--- config.mk ---
export PLATFORM = sky130hd
export DESIGN_NAME = mem_arbiter
export DESIGN_NICKNAME = d
export VERILOG_FILES = /design/src/rtl/mem_arb_pkg.sv /design/src/rtl/mem_arb_watchdog.sv /design/src/rtl/mem_arbiter.sv
export SDC_FILE = /design/constraint.sdc
export NUM_CORES = 1
export LEC_CHECK = 0
export ABC_AREA = 1
export BUFFER_PORTS_ARGS = -buffer_cell sky130_fd_sc_hd__buf_2
export CELL_PAD_IN_SITES_DETAIL_PLACEMENT = 0
export CELL_PAD_IN_SITES_GLOBAL_PLACEMENT = 1
export CORE_AREA = 5 5 282 284
export DETAILED_ROUTE_END_ITERATION = 7
export DIE_AREA = 0 0 287 289
export PLACE_DENSITY = 0.59
export SYNTH_ARGS = -nofsm -noshare
export SYNTH_HDL_FRONTEND = slang
export SYNTH_HIERARCHICAL = 1
export SYNTH_SLANG_ARGS = --single-unit
--- constraint.sdc ---
create_clock -name clk -period 4.1 [get_ports clk]
set_input_delay 0.82 -clock clk [delete_from_list [all_inputs] [get_ports clk]]
set_output_delay 0.82 -clock clk [all_outputs]
set_load 0.005 [all_outputs]
--- src/rtl/mem_arb_pkg.sv ---
// Shared types and default widths for the main-memory arbiter.
package mem_arb_pkg;

   localparam int ADDR_W_DEF = 26;
   localparam int LINE_W_DEF = 128;

   typedef enum logic [1:0] {
      IDLE,
      GRANT_I,
      GRANT_D,
      TURN
   } state_t;

   typedef enum logic {
      GNT_I,
      GNT_D
   } grant_t;

endpackage

--- src/rtl/mem_arb_watchdog.sv ---
// Stall watchdog: counts cycles while a grant is outstanding and flags expiry
// in the TIMEOUT-th cycle. TIMEOUT = 0 disables it.
module mem_arb_watchdog #(
   parameter int TIMEOUT = 255,
   parameter int CNT_W   = 8
) (
   input  logic clk,
   input  logic reset,
   input  logic clr,
   input  logic en,
   output logic expired
);

   // The count lags the grant cycle number by one, so the last allowed
   // cycle is the one where the count equals TIMEOUT-1.
   localparam logic [CNT_W-1:0] LAST = CNT_W'((TIMEOUT > 0) ? TIMEOUT - 1 : 0);

   logic [CNT_W-1:0] count;

   // Cycle counter, cleared whenever no grant is outstanding.
   always_ff @(posedge clk or negedge reset) begin
      if (!reset) begin
         count <= '0;
      end else if (clr) begin
         count <= '0;
      end else if (en) begin
         count <= count + CNT_W'(1);
      end
   end

   assign expired = (TIMEOUT != 0) && en && (count == LAST);

endmodule

--- src/rtl/mem_arbiter.sv ---
// Arbitrates the single line-wide memory port between the I-cache miss path
// and the D-cache miss/writeback path, one transaction at a time, with a
// turnaround cycle between transactions and a stall watchdog.
module mem_arbiter
   import mem_arb_pkg::*;
#(
   parameter int ADDR_W  = ADDR_W_DEF,
   parameter int LINE_W  = LINE_W_DEF,
   parameter int TIMEOUT = 255,
   parameter int CNT_W   = 8
) (
   input  logic              clk,
   input  logic              reset,
   input  logic              reqI,
   input  logic [ADDR_W-1:0] addrI,
   input  logic              flushI,
   output logic [LINE_W-1:0] rdataI,
   output logic              readyI,
   input  logic              reqD,
   input  logic              weD,
   input  logic [ADDR_W-1:0] addrD,
   input  logic [LINE_W-1:0] wdataD,
   output logic [LINE_W-1:0] rdataD,
   output logic              readyD,
   output logic              ackD,
   output logic              mem_req,
   output logic              mem_we,
   output logic [ADDR_W-1:0] mem_addr,
   output logic [LINE_W-1:0] mem_wdata,
   input  logic [LINE_W-1:0] mem_rdata,
   input  logic              mem_rready,
   input  logic              mem_wack,
   output logic              busy,
   output logic              timeout_err
);

   state_t            state;
   grant_t            last_grant;
   logic              drop;
   logic              want_i;
   logic              want_d;
   logic              pick_d;
   logic              in_grant;
   logic              resp;
   logic              expired;
   logic [LINE_W-1:0] resp_data;

   assign in_grant = (state == GRANT_I) || (state == GRANT_D);

   mem_arb_watchdog #(
      .TIMEOUT (TIMEOUT),
      .CNT_W   (CNT_W)
   ) u_watchdog (
      .clk     (clk),
      .reset   (reset),
      .clr     (!in_grant),
      .en      (in_grant),
      .expired (expired)
   );

   // Request qualification and the round-robin pick, plus the expected response.
   always_comb begin
      // NOTE: every always_comb output gets a default first so no path leaves it unassigned (no latch).
      want_i    = reqI && !flushI;
      want_d    = reqD;
      pick_d    = want_d && (!want_i || (last_grant == GNT_I));
      resp      = mem_we ? mem_wack : mem_rready;
      resp_data = resp ? mem_rdata : '0;
   end

   // Arbitration FSM with registered memory-side and cache-side outputs.
   always_ff @(posedge clk or negedge reset) begin
      if (!reset) begin
         state       <= IDLE;
         last_grant  <= GNT_I;
         drop        <= 1'b0;
         mem_req     <= 1'b0;
         mem_we      <= 1'b0;
         mem_addr    <= '0;
         mem_wdata   <= '0;
         rdataI      <= '0;
         readyI      <= 1'b0;
         rdataD      <= '0;
         readyD      <= 1'b0;
         ackD        <= 1'b0;
         busy        <= 1'b0;
         timeout_err <= 1'b0;
      end else begin
         // NOTE: state uses non-blocking assignments; the pulse outputs default low here and are raised below for one cycle.
         readyI <= 1'b0;
         readyD <= 1'b0;
         ackD   <= 1'b0;
         unique case (state)
            IDLE: begin
               if (want_i || want_d) begin
                  mem_req <= 1'b1;
                  busy    <= 1'b1;
                  drop    <= 1'b0;
                  if (pick_d) begin
                     state      <= GRANT_D;
                     last_grant <= GNT_D;
                     mem_we     <= weD;
                     mem_addr   <= addrD;
                     mem_wdata  <= wdataD;
                  end else begin
                     state      <= GRANT_I;
                     last_grant <= GNT_I;
                     mem_we     <= 1'b0;
                     mem_addr   <= addrI;
                     mem_wdata  <= '0;
                  end
               end
            end
            GRANT_I, GRANT_D: begin
               // A real response beats a simultaneous watchdog expiry.
               if (resp || expired) begin
                  state   <= TURN;
                  mem_req <= 1'b0;
                  if (!resp) begin
                     timeout_err <= 1'b1;
                  end
                  if (state == GRANT_I) begin
                     rdataI <= resp_data;
                     readyI <= !(drop || flushI);
                  end else if (mem_we) begin
                     ackD <= 1'b1;
                  end else begin
                     rdataD <= resp_data;
                     readyD <= 1'b1;
                  end
               end else if ((state == GRANT_I) && flushI) begin
                  drop <= 1'b1;
               end
            end
            TURN: begin
               state <= IDLE;
               busy  <= 1'b0;
            end
            default: begin
               state <= IDLE;
               busy  <= 1'b0;
            end
         endcase
      end
   end

endmodule

Word-level counts from Yosys, hierarchy flattened
Index checks and enable logic that the tools add are counted.

storage, ports and cells
  memory bits (writable) = 0
  word-level logic and storage cells = 82
  memories = 0
  memory bits (read-only) = 0
  bits in registers = 429
  bits in latches = 0

cells by class
  magnitude comparators = 0
  reduce and logical (&&, ||, !) cells = 24
  divide/modulo/power cells = 0
  $add $sub $neg = 1
  shifts and indexed selects = 0
  bitwise gates (word level) = 4
  equal/unequal tests = 8
  multiply operators = 0
  multiplexer cells = 30

operators with widths
  operator             number
  $mux 128             2
  $mux 26              1
  $mux 1               19
  $reduce_and 3->1     3
  $add 8x1->8 const B  1
  $eq 8x8->1 const B   1
  $mux 8               1
  $ne 2x2->1 const B   4
  $reduce_and 4->1     2
  $mux 2               3
  $pmux 1 s2           3
  $pmux 2 s3           1
  $reduce_and 2->1     3
  $logic_or 1x1->1     5
  $eq 2x2->1 const B   2
  $logic_and 1x1->1    4
  $not 1->1            4
  $reduce_bool 2->1    2
  $logic_not 1->1      3
  $eq 2x1->1 const B   1
  $logic_not 2->1      1
  $reduce_or 2->1      1

Logic depth before layout (Yosys ltp)
  depth after elaboration = 8
  gate-level depth with buffers = 13

Modules after synthesis
Netlist, hierarchy kept.

by module, submodules not included
  module            sequential area each (sq um)  instances  cells an instance  area an instance (sq um)
  mem_arbiter       10535.1                       1          2175               18621.6
  mem_arb_watchdog  200.2                         1          64                 474.2

Worst setup path after synthesis
OpenSTA, ideal clock, no wires.

  kind = reg2reg
  start = register state[0]
  end = register rdataD[118]
  arrival time = 1.985 ns
  cell stages (with the launch flop) = 14
  buffers on the path = 2
  library setup time = 0.116 ns
  setup slack = 1.998 ns
  clock period less this slack = 2.102 ns
  cells stage by stage = dfrtp_1 > inv_1 > ha_1 > nand3_1 > nor3_1 > inv_1 > nand3_2 > nand2_2 > inv_2 > nand2_2 > buf_4 > buf_2 > nand2_1 > nand2_1

on the way
  longest elaborated chain between the ends = 5

RTL lines
  element                                          line                    RTL
  start, declared                                  mem_arbiter.sv:37       state_t state;
  start signal, assigned                           mem_arbiter.sv:74       state <= IDLE;
  start signal, assigned                           mem_arbiter.sv:100      state <= GRANT_D;
  start signal, assigned                           mem_arbiter.sv:106      state <= GRANT_I;
  $eq 2x1->1 / $eq 2x2->1 (equally long branches)  mem_arbiter.sv:48       assign in_grant = (state == GRANT_I) || (state == GRANT_D);
  $logic_or 1x1->1 (*)                             mem_arbiter.sv:48
  named net in_grant                               mem_arbiter.sv:43       logic in_grant;
  $logic_and 1x1->1 (*)                            mem_arb_watchdog.sv:31  assign expired = (TIMEOUT != 0) && en && (count == LAST);
  named net expired                                mem_arbiter.sv:45       logic expired;
  $logic_or 1x1->1 (*)                             mem_arbiter.sv:116      if (resp || expired) begin
  $reduce_and 4->1 (no source line) (*)            --
  end signal, assigned                             mem_arbiter.sv:128      rdataD <= resp_data;
  end, declared                                    mem_arbiter.sv:23       output logic [LINE_W-1:0] rdataD,

Mark *: on every way through the listed nets, which the timed path passes. The rest lies on a longest branch.
A chain may end at the register's enable or synchronous reset.

Final worst setup path
  start = register state[0]
  end = register rdataD[16]

The elaborated chain is that of the path after synthesis.

==> results.toml <==
[global_routing]
number_of_antenna_violations_at_the_first_check_in_global_routing = 23
grt_max_degree = 133
globalRouteOverflowTotal = 0
first_global_vias = 16800
grt_pass1_wl_um = 108700
combined_global_route_utilization_of_all_metal_layers_pct = 16.88

[timing]
setup_viol = 0
timing.fmax_mhz = 302.0
slew_viol_final = 0
final_period_minus_worst_setup_slack_ps = 3311
worst_slew_margin_rel_pct = 35.37
grt_setup_unrepaired = "no"
worstMarginPinSlew_ps = 969.5
fin_worst_skew_ps = 24.84
final_hold_viol_count = 0
fin_setup_tns_ps = 0
final_period_utilization_pct = 80.76

[yosys]
ys_seq_area_share_pct = 56.22
synth_top_area_share_pct = 56.22
post_synth.cell_area_avg_um2 = 8.529
synth_nets = 2562
synthFlopType = "sky130_fd_sc_hd__dfrtp_1"
synth.yosys.warnings = 6
post_synth_instance_area_um2 = 19100
synth_common_cells = "886 x sky130_fd_sc_hd__nand2_1, 429 x sky130_fd_sc_hd__dfrtp_1, 303 x sky130_fd_sc_hd__inv_1"
edff_count_synth = 0
synthArstFlopShare_pct = 100.0
post-synth-top-count-cell = "sky130_fd_sc_hd__nand2_1"
postSynthRegisterBits = 429
ys_types = 26
postSynthCellCount = 2239
synth.area.top_cells = "sky130_fd_sc_hd__dfrtp_1 56%, sky130_fd_sc_hd__nand2_1 17%, sky130_fd_sc_hd__nor2_4 6.0%"
synth_top_cell_by_area = "sky130_fd_sc_hd__dfrtp_1"

[worst_setup_path]
crit_required_ps = 4560
cp-end-kind = "register"
worst_setup_path_start_kind = "register"
criticalPathCategory = "reg -> reg"
critical_path_arrival_ps = 3770
critPathMaxFanout = 81

[place]
detailed_place_hpwl_um = 53260
place.gp.congestion = 0.8141
numPortBuffers = 732
placedCellCount = 3923
placed_area_um2 = 23810

[layout]
design_area_um2 = 25610
layout.cells.non_filler = 4021
area.growth.synth_to_final_pct = 34.14
nFillCells = 8408
drive_above_1_share_pct = 32.62
final-seq-area_um2 = 10740
multiInputGateArea_um2 = 6489
num-nets-final = 3261

[route]
dr.first_iter.drc_count = 663
vias_per_instance = 4.113
num_vias = 16540
postRouteWirelength_um = 73630
drtAntennaViolNets = 0
wl_per_cell_um = 18.31
drtPass1Iterations = 5
remaining_drc_errors = 0

[worst_hold_path]
worstHoldPathType = "in -> async"

[power_and_ir_drop]
pwr_density_cell_nw_per_um2 = 734.5
power.static_leakage_nw = 14.98
vdd.ir_drop.worst_uv = 485.8

[cts]
worstSkewPairLatency_ps = 590
tritoncts = "built"
clockRootBuffer = "sky130_fd_sc_hd__clkbuf_16"
cts_buffers = 53
ctsHoldBuffers = 0
clk_transition_reported_paths_ps = 60
htreeDepth = 2
post-cts-setup-buffers = 0
clock_path_buffers = 3
cts_resized = 0
cts_sinks = 429

[floorplan]
placementRows = 102
placeable_core_area_um2 = 76830
die-height_um = 289
die_area_um2 = 82940
io_pins = 733
dieWidth_um = 287
initial_core_util_pct = 24.86

[status]
result_of_the_run = "completed"

[run]
max-cap-violations = 0
## area by class of cell
class	count	share of cell area, %
repair buffers	767	16.15
diodes	4	0.03908
clock inverters	13	0.5910
multi-input cells	1382	25.33
inverters	305	4.479
clock buffers	81	6.419
well taps	1040	5.080
flip-flops and latches	429	41.91
## state kept, by name, indices dropped and copies added, names as in the netlist, 2 cells and up
| name | count |
|---|---|
| mem_wdata | 128 |
| rdataD | 128 |
| rdataI | 128 |
| mem_addr | 26 |
| u_watchdog/count | 8 |
| state | 2 |
## critical path, cell delays in order, from the launching register on
cell,delay (ps)
sky130_fd_sc_hd__dfrtp_1,410
sky130_fd_sc_hd__inv_1,80
sky130_fd_sc_hd__ha_1,480
sky130_fd_sc_hd__nand3_1,120
sky130_fd_sc_hd__nor3_1,280
sky130_fd_sc_hd__inv_1,110
sky130_fd_sc_hd__nand3_2,120
sky130_fd_sc_hd__nand2_2,100
sky130_fd_sc_hd__inv_4,350
sky130_fd_sc_hd__nand2_4,460
sky130_fd_sc_hd__buf_12,390
sky130_fd_sc_hd__nand2_1,130
sky130_fd_sc_hd__nand2_1,60
## cell usage in the layout, fill, tap and decap left out, types with 4 or more instances in the layout
cell	n
sky130_fd_sc_hd__nand2_1	885
sky130_fd_sc_hd__buf_2	731
sky130_fd_sc_hd__dfrtp_1	429
sky130_fd_sc_hd__inv_1	303
sky130_fd_sc_hd__o21ai_0	157
sky130_fd_sc_hd__nand3_1	140
sky130_fd_sc_hd__nor2_4	104
sky130_fd_sc_hd__nor2_1	68
sky130_fd_sc_hd__clkbuf_16	55
sky130_fd_sc_hd__buf_4	19
sky130_fd_sc_hd__clkbuf_8	17
sky130_fd_sc_hd__buf_12	16
sky130_fd_sc_hd__clkbuf_1	9
sky130_fd_sc_hd__ha_1	7
sky130_fd_sc_hd__clkinv_2	7
sky130_fd_sc_hd__diode_2	4
## path summary, 6_finish.rpt
check                           start    endpoint  slack (ps)  depth (start not counted)
min                             reset  rdataI[97]         330                          1
min in group clk           rdataI[61]  rdataI[61]         460                          2
max                          state[0]  rdataD[16]         790                         12
min reg2reg                rdataI[61]  rdataI[61]         460                          2
max reg2reg                  state[0]  rdataD[16]         790                         12
max in group asynchronous       reset  rdataI[86]        2790                          3
## report_power, final
group          switching, mW  leakage [nW]  internal (mW)  total, mW
logic                   4.62          8.51           2.50       7.12
registers              0.929          5.58           5.94       6.87
clock network           1.89         0.893           2.93       4.82
total                   7.44          15.0           11.4       18.8
## kinds of logic (layout without fill, tap and decap cells)
kind of cell | count (synthesis) | in the layout | share of synthesized area (%)
AO/OA/AOI/OAI | 163 | 163 | 4.318
adder cells (fa/ha/maj) | 7 | 7 | 0.4586
buffers and inverters | 428 | 1166 | 10.04
flip-flops | 429 | 429 | 56.22
other | 0 | 4 | 0
AND/OR/NAND/NOR | 1212 | 1212 | 28.97
## through the flow
step                utilization, %  setup slack, ps  hold WS (ps)  total power [mW]
floorplan                        -             1998         442.5             10.64
global placement             30.99            861.6         449.1             14.26
detailed placement           30.99            754.9         452.7             14.28
CTS                          33.33            698.0         344.4             19.23
global route                 33.33            436.9         375.5             20.24
finish                       33.34            788.7         328.4             18.81
## metal layers
layer | vias to the layer above | GRT usage [%] | share of wire (%)
li1 | 8117 | - | -
met1 | 7736 | 21.20 | 42
met2 | 570 | 28.48 | 48
met3 | 108 | 5.838 | 8.6
met4 | 8 | 3.341 | 1.9
met5 | - | 0 | 0.083
(Power assumes the default switching activity.)
